==> src/rtl/fifoc2cs.sv <==
// Command-frame reader: drains one fixed-length frame from fifoc and checks its header and checksum.
// Decoded fields are latched only when the whole frame checks out.
module fifoc2cs #(
    parameter int unsigned FRAME_LEN = 12,
    parameter int unsigned TIMEOUT   = 1023
) (
    input  logic       clk,
    input  logic       rst,
    input  logic       fs,
    output logic       fd,
    output logic       err,
    input  logic       fifo_empty,
    output logic       fifo_rxen,
    input  logic [7:0] fifo_rxd,
    output logic [7:0] kind_dev,
    output logic [7:0] info_sr,
    output logic [7:0] cmd_filt,
    output logic [7:0] cmd_mix0,
    output logic [7:0] cmd_mix1,
    output logic [7:0] cmd_reg4,
    output logic [7:0] cmd_reg5,
    output logic [7:0] cmd_reg6,
    output logic [7:0] cmd_reg7
);
    localparam int unsigned NPAY = 9;
    localparam int unsigned TW   = $clog2(TIMEOUT + 1);
    localparam logic [7:0]    HDR0    = 8'h55;
    localparam logic [7:0]    HDR1    = 8'hAA;
    localparam logic [3:0]    LAST    = 4'(FRAME_LEN - 1);
    localparam logic [3:0]    NPAY4   = 4'(NPAY);
    localparam logic [TW-1:0] TO_LAST = TW'(TIMEOUT - 1);

    typedef enum logic [1:0] {IDLE, READ, CHECK, DONE} state_t;

    state_t               state;
    logic                 pending;
    logic [3:0]           cnt;
    logic [3:0]           pidx;
    logic [7:0]           sum;
    logic [7:0]           chk;
    logic [TW-1:0]        to_cnt;
    logic [NPAY-1:0][7:0] shadow;

    // Only one read in flight: the byte arrives the cycle after fifo_rxen.
    assign fifo_rxen = (state == READ) && !fifo_empty && !pending;
    assign pidx      = cnt - 4'd2;

    always_ff @(posedge clk) begin
        if (rst) begin
            state    <= IDLE;
            fd       <= 1'b0;
            err      <= 1'b0;
            pending  <= 1'b0;
            cnt      <= '0;
            sum      <= '0;
            chk      <= '0;
            to_cnt   <= '0;
            shadow   <= '0;
            kind_dev <= '0;
            info_sr  <= '0;
            cmd_filt <= '0;
            cmd_mix0 <= '0;
            cmd_mix1 <= '0;
            cmd_reg4 <= '0;
            cmd_reg5 <= '0;
            cmd_reg6 <= '0;
            cmd_reg7 <= '0;
        end else begin
            pending <= fifo_rxen;
            case (state)
                IDLE: begin
                    if (fs) begin
                        state  <= READ;
                        cnt    <= '0;
                        sum    <= '0;
                        to_cnt <= '0;
                        err    <= 1'b0;
                    end
                end
                READ: begin
                    if (pending) begin
                        cnt    <= cnt + 4'd1;
                        to_cnt <= '0;
                        if (cnt == 4'd0) begin
                            if (fifo_rxd != HDR0) err <= 1'b1;
                        end else if (cnt == 4'd1) begin
                            if (fifo_rxd != HDR1) err <= 1'b1;
                        end else if (cnt == LAST) begin
                            chk   <= fifo_rxd;
                            state <= CHECK;
                        end else if (pidx < NPAY4) begin
                            shadow[pidx] <= fifo_rxd;
                            sum          <= sum + fifo_rxd;
                        end
                    end else if (fifo_empty) begin
                        // Starved: give up on the frame and report it as bad.
                        if (to_cnt == TO_LAST) begin
                            to_cnt <= TW'(TIMEOUT);
                            err    <= 1'b1;
                            fd     <= 1'b1;
                            state  <= DONE;
                        end else begin
                            to_cnt <= to_cnt + TW'(1);
                        end
                    end
                end
                CHECK: begin
                    if (!err && (chk == sum)) begin
                        kind_dev <= shadow[0];
                        info_sr  <= shadow[1];
                        cmd_filt <= shadow[2];
                        cmd_mix0 <= shadow[3];
                        cmd_mix1 <= shadow[4];
                        cmd_reg4 <= shadow[5];
                        cmd_reg5 <= shadow[6];
                        cmd_reg6 <= shadow[7];
                        cmd_reg7 <= shadow[8];
                    end else begin
                        err <= 1'b1;
                    end
                    fd    <= 1'b1;
                    state <= DONE;
                end
                DONE: begin
                    if (!fs) begin
                        fd    <= 1'b0;
                        state <= IDLE;
                    end
                end
                default: state <= IDLE;
            endcase
        end
    end
endmodule

==> config.mk <==
export PLATFORM = sky130hd
export DESIGN_NAME = fifoc2cs
export DESIGN_NICKNAME = d
export VERILOG_FILES = /design/src/rtl/fifoc2cs.sv
export SDC_FILE = /design/constraint.sdc
export NUM_CORES = 1
export LEC_CHECK = 0
export ABC_AREA = 1
export CORE_MARGIN = 3
export CORE_UTILIZATION = 35
export DETAILED_ROUTE_END_ITERATION = 7
export DONT_BUFFER_PORTS = 1
export GPL_ROUTABILITY_DRIVEN = 0
export GPL_TIMING_DRIVEN = 0
export PLACE_DENSITY = 0.59
export SLEW_MARGIN = 10
export SYNTH_ARGS = -nofsm -noshare
export SYNTH_HDL_FRONTEND = slang
export SYNTH_SLANG_ARGS = --single-unit
==> constraint.sdc <==
create_clock -name clk -period 4.9 [get_ports clk]
set_input_delay 0.98 -clock clk [delete_from_list [all_inputs] [get_ports clk]]
set_output_delay 0.98 -clock clk [all_outputs]
set_load 0.01 [all_outputs]
### Word level (Yosys, flattened, before mapping)

Cells that the tools add are included.

| word-level totals | value |
|---|---|
| output and inout bits | 75 |
| register bits | 179 |
| word-level logic and storage cells | 125 |

| operators by class | value |
|---|---|
| equality and inequality tests | 28 |
| mux-type cells | 40 |
| reductions and logical operators | 21 |
| $add $sub $neg | 4 |
| $lt $le $gt $ge | 3 |
| bitwise gates (word level) | 3 |

Operators with widths:

| cell | count |
|---|---|
| $bwmux W72 | 1 |
| $mux W8 | 7 |
| $mux W10 | 4 |
| $demux W8 S4 | 1 |
| $pmux W10 S2 | 1 |
| $ne A2 B2 Y1 const B | 9 |
| $mux W2 | 8 |
| $pmux W8 S2 | 1 |
| $reduce_and A7 Y1 | 2 |
| $mux W1 | 11 |
| $add A10 B1 Y10 const B | 1 |
| $eq A10 B10 Y1 const B | 1 |
| $reduce_and A5 Y1 | 2 |
| $ne A3 B3 Y1 const B | 3 |
| $add A8 B8 Y8 | 1 |
| $eq A8 B8 Y1 | 1 |
| $mux W4 | 2 |
| $ne A4 B2 Y1 const B | 2 |
| $ne A8 B7 Y1 const B | 1 |
| $ne A8 B8 Y1 const B | 1 |
| $pmux W2 S4 | 1 |
| $pmux W4 S2 | 1 |
| $reduce_and A8 Y1 | 1 |
| $ne A3 B2 Y1 const B | 2 |
| 22 further kinds | 34 |

### Depth between registers and ports, before layout

| depth | value |
|---|---|
| depth in word-level cells | 8 |
| depth in mapped cells | 13 |

### Worst setup path before layout

Ideal clock, no wire load.

| timing | value |
|---|---|
| path kind | in2reg |
| start point | input fifo_rxd[0] |
| end point | register sum[4] |
| library setup time | 0.117 ns |
| path buffers | 0 |
| stages on the path | 10 |
| required time | 4.783 ns |
| setup slack | 2.663 ns |
| data arrival time | 2.120 ns |
| cells stage by stage | ha_1 > fa_1 > nand2_1 > inv_1 > nor2_1 > o21bai_1 > o21ai_0 > a21oi_1 > nor2_1 > nor2_1 |

| on the way | value |
|---|---|
| longest elaborated chain between the ends | 7 |

Ends and longest elaborated chain:

| what | RTL line | source |
|---|---|---|
| start, declared | 14 | `input logic [7:0] fifo_rxd,` |
| $add A8 B8 Y8 | 93 | `sum <= sum + fifo_rxd;` |
| $mux W8 | 91 | `end else if (pidx < NPAY4) begin` |
| $mux W8 | 88 | `end else if (cnt == LAST) begin` |
| $mux W8 | 86 | `end else if (cnt == 4'd1) begin` |
| $mux W8 | 84 | `if (cnt == 4'd0) begin` |
| $mux W8 | 81 | `if (pending) begin` |
| $pmux W8 S2 | 70 | `case (state)` |
| end signal, assigned | 93 |  |
| end, declared | 39 | `logic [7:0] sum;` |

Every way passes these cells. The select of a mux whose other input is x is not followed.
A chain may end at the register's enable or synchronous reset.

### Final worst setup path

| timing | value |
|---|---|
| start point | register state[1] |
| end point | output fifo_rxen |

| on the way | value |
|---|---|
| longest elaborated chain between the ends | 3 |

Ends and longest elaborated chain:

| what | RTL line | source |
|---|---|---|
| start, declared | 35 | `state_t state;` |
| start signal, assigned | 50 | `state <= IDLE;` |
| start signal, assigned | 73 | `state <= READ;` |
| start signal, assigned | 90 | `state <= CHECK;` |
| $eq A2 B1 Y1 | 45 | `assign fifo_rxen = (state == READ) && !fifo_empty && !pending;` |
| $logic_and A1 B1 Y1 (2 in series) | 45 |  |
| end, declared | 13 | `output logic fifo_rxen,` |

Every way passes these cells.

==> run metrics <==
post-synth top area cell dfxtp_1; IO buf count 0; H-tree levels 4; Top Layer Used met5; largest net degree at the start of global routing 18; Core Region 21420 sq um; CTS tree yes; Setup Fix Bufs, Post-CTS 0; DRC errors left 2; sequential area share after synthesis a little under half; adder-cell share of the synthesized area 3.467%; Final Cycle Share a little under three fifths; row count 53; Met2 Routed Length approximately 9.6 mm; status finished with violations; Reg2Reg Depth 11; CP arrival between 1500 and 2000 ps; maximum buffer depth of the clock tree 2; top cell type's share of synthesized area 45.96%; reg2reg start state[1]; flops & latches, synth 179; initial drt markers 500; yosys warns 0; Met1 Routed Length ~9.6 mm; Max Freq approximately 360 MHz; pwr dens 466.7 nW/um^2; post-synthesis mux area share 0%; Met3 Wirelength between 1 and 1.5 mm; Cell Area, Synth 7796 sq um; Async S/R FF share, synth 0%; Worst Setup Slack, final 2104 ps; Pleak between 3 and 4 nW; die width around 160 microns; Worst setup SP type flip-flop; top cells by area, synth dfxtp_1 (46%), nand2_1 (9.5%), nor2_1 (9.0%); Worst Tran Pin Value a little under 900 ps; via count around 7000; RSZ-0062 raised after global routing false; first-pass GRT wire length approximately 34 mm; largest family of logic cells by synthesized area simple AND/OR/NAND/NOR gates; Max Cap Violations 0; Worst-Skew Late Latency around 440 ps; final non-filler cell area a little under 9000 sq um; reg-to-reg endpoint sum[4]; Tot Pwr roughly 4 mW; Hold Vio Cnt, Final 0; simple-gate share of the synthesized area between 20% and 30%; crit path time final around 2800 ps; nets approximately 1100; hold-fix buffers at CTS 0; Worst-path clk slew around 70 ps; worst setup path class flip-flop to output port; die height ~160 microns; most common cell in the netlist nand2_1; Antenna diodes 0; Num Clock Sinks between 150 and 200; Max transition margin a little over two fifths; vias in the first global route around 6300; All-Layer GR Usage between 15 and 20%; Placed Area just over 8000 sq um; commonest register cell after synthesis dfxtp_1; failing checks DRC; IO Pins 87; Avg Inst Size Synth about 7.4 sq um; initial antenna violation count 0; CP Max Fanout 8; CTS resizes 0; DR pass1 iterations 7; synthesis-to-layout area growth 12.23%; die area 24100 sq um; TritonCTS buffer count 17; share of cells above drive strength 1 under 10%; Pins Over Slew Limit 0; Post-Synth XOR/XNOR Area less than 1%; DP Worst Slack ~2100 ps; post-synth cell types 38; WHS Endpoint info_sr[0]; setup_tns 0 ps; peak supply drop around 0.00023 V; clock root buffer clkbuf_16; flop-to-flop setup slack approximately 2600 ps; Cells after Synth around 1100; wire per inst ~16 microns; min-delay src shadow[8]; clk_skew ~9.7 ps; Net Count, Synth 1086; critical path data required time slightly below 4000 ps; EDFF count, synth 0; Hold Path Class flip-flop to flip-flop; Initial Util between 30% and 40%; post-DP HPWL between 15 and 20 mm; commonest cells in the netlist nand2_1 (198), nor2_1 (186), dfxtp_1 (179); Worst Hold Depth 2; final-report setup violation count 0; DR vias/cell between 5 and 6; Routed Antenna Nets 0; detailed-route wire length around 21 mm; crit end category output port; Synth Area in Compound Gates approximately 14%; Overflow after GRT 0
-- state kept, by name (all words and copies together) (netlist names) --
signal / cells
chk: 8
cmd_filt: 8
cmd_mix0: 8
cmd_mix1: 8
cmd_reg4: 8
cmd_reg5: 8
cmd_reg6: 8
cmd_reg7: 8
cnt: 4
err: 1
fd: 1
info_sr: 8
kind_dev: 8
pending: 1
shadow: 72
state: 2
sum: 8
to_cnt: 10
-- where the power goes --
group / total [mW] / switching (mW) / leakage (nW) / internal (mW)
Combinational: 0.744 / 0.504 / 1.75 / 0.240
Clock: 1.41 / 0.629 / 0.303 / 0.784
Sequential: 1.93 / 0.253 / 1.45 / 1.67
-- per-stage QoR --
step / hold slack, ps / util (%) / instances
global placement: 442.5 / 38.00 / 1328
floorplan: 429.7 / - / 1053
detailed placement: 443.9 / 38.00 / 1328
finish: 449.3 / 40.85 / 1360
CTS: 451.0 / 40.85 / 1360
global route: 479.5 / 40.85 / 1360
-- cells by family after synthesis --
logic type,after synthesis
AOI/OAI and AO/OA,213
DFF,179
xor gates and xnor gates,5
buffers and inverters,142
and+or+nand+nor,493
adders and majority gates,21
-- routing by layer --
layer,global-route usage (%),up-vias
met5,1.656,-
met1,22.50,3120
met2,28.39,171
met3,4.924,34
li1,-,3476
met4,6.461,2
-- cells in the final DEF, fill, tap and decap left out, types with 2 or more instances in the layout --
cell type and instances:
nand2_1 198, nor2_1 186, dfxtp_1 179, a21oi_1 110, o21ai_0 91, inv_1 75
nand4_1 50, clkbuf_1 39, nand3_1 32, ha_1 20, buf_2 17, clkbuf_16 17
nand3_4 7, o21ai_1 5, nor3_1 5, inv_6 5, buf_6 4, xnor2_1 4
inv_2 3, or2_2 3, nand2_2 2, nor2_8 2, nor3b_1 2, nand3_2 2
o21bai_1 2, inv_8 2, clkinv_4 2, clkinv_2 2, bufinv_16 2
-- worst max path at each step --
stage,start,endpoint,slack (ps),cells past startpoint
after floorplan,fifo_rxd[0],sum[4],2660,10
after global placement,rst,err,2120,6
after detailed placement,rst,fd,2120,6
after CTS,state[1],fifo_rxen,2080,7
after global routing,state[1],fifo_rxen,1930,7
final,state[1],fifo_rxen,2100,7
-- final cells by class --
class	instances	area, sq um
buffer	63	307.8
clock buffer	18	439.2
tap	275	344.1
sequential	179	3583
fill	2245	12670
inverter	79	296.5
multi-input combinational	732	3608
clock inverter	14	170.2
-- worst max-delay path, stage by stage (launching register included) --
cell	delay [ps]
dfxtp_1	330
inv_1	110
ha_1	150
buf_2	200
inv_2	100
nor2_1	210
nand2_1	150
inv_1	130
Power figures use the tool's default switching activity.
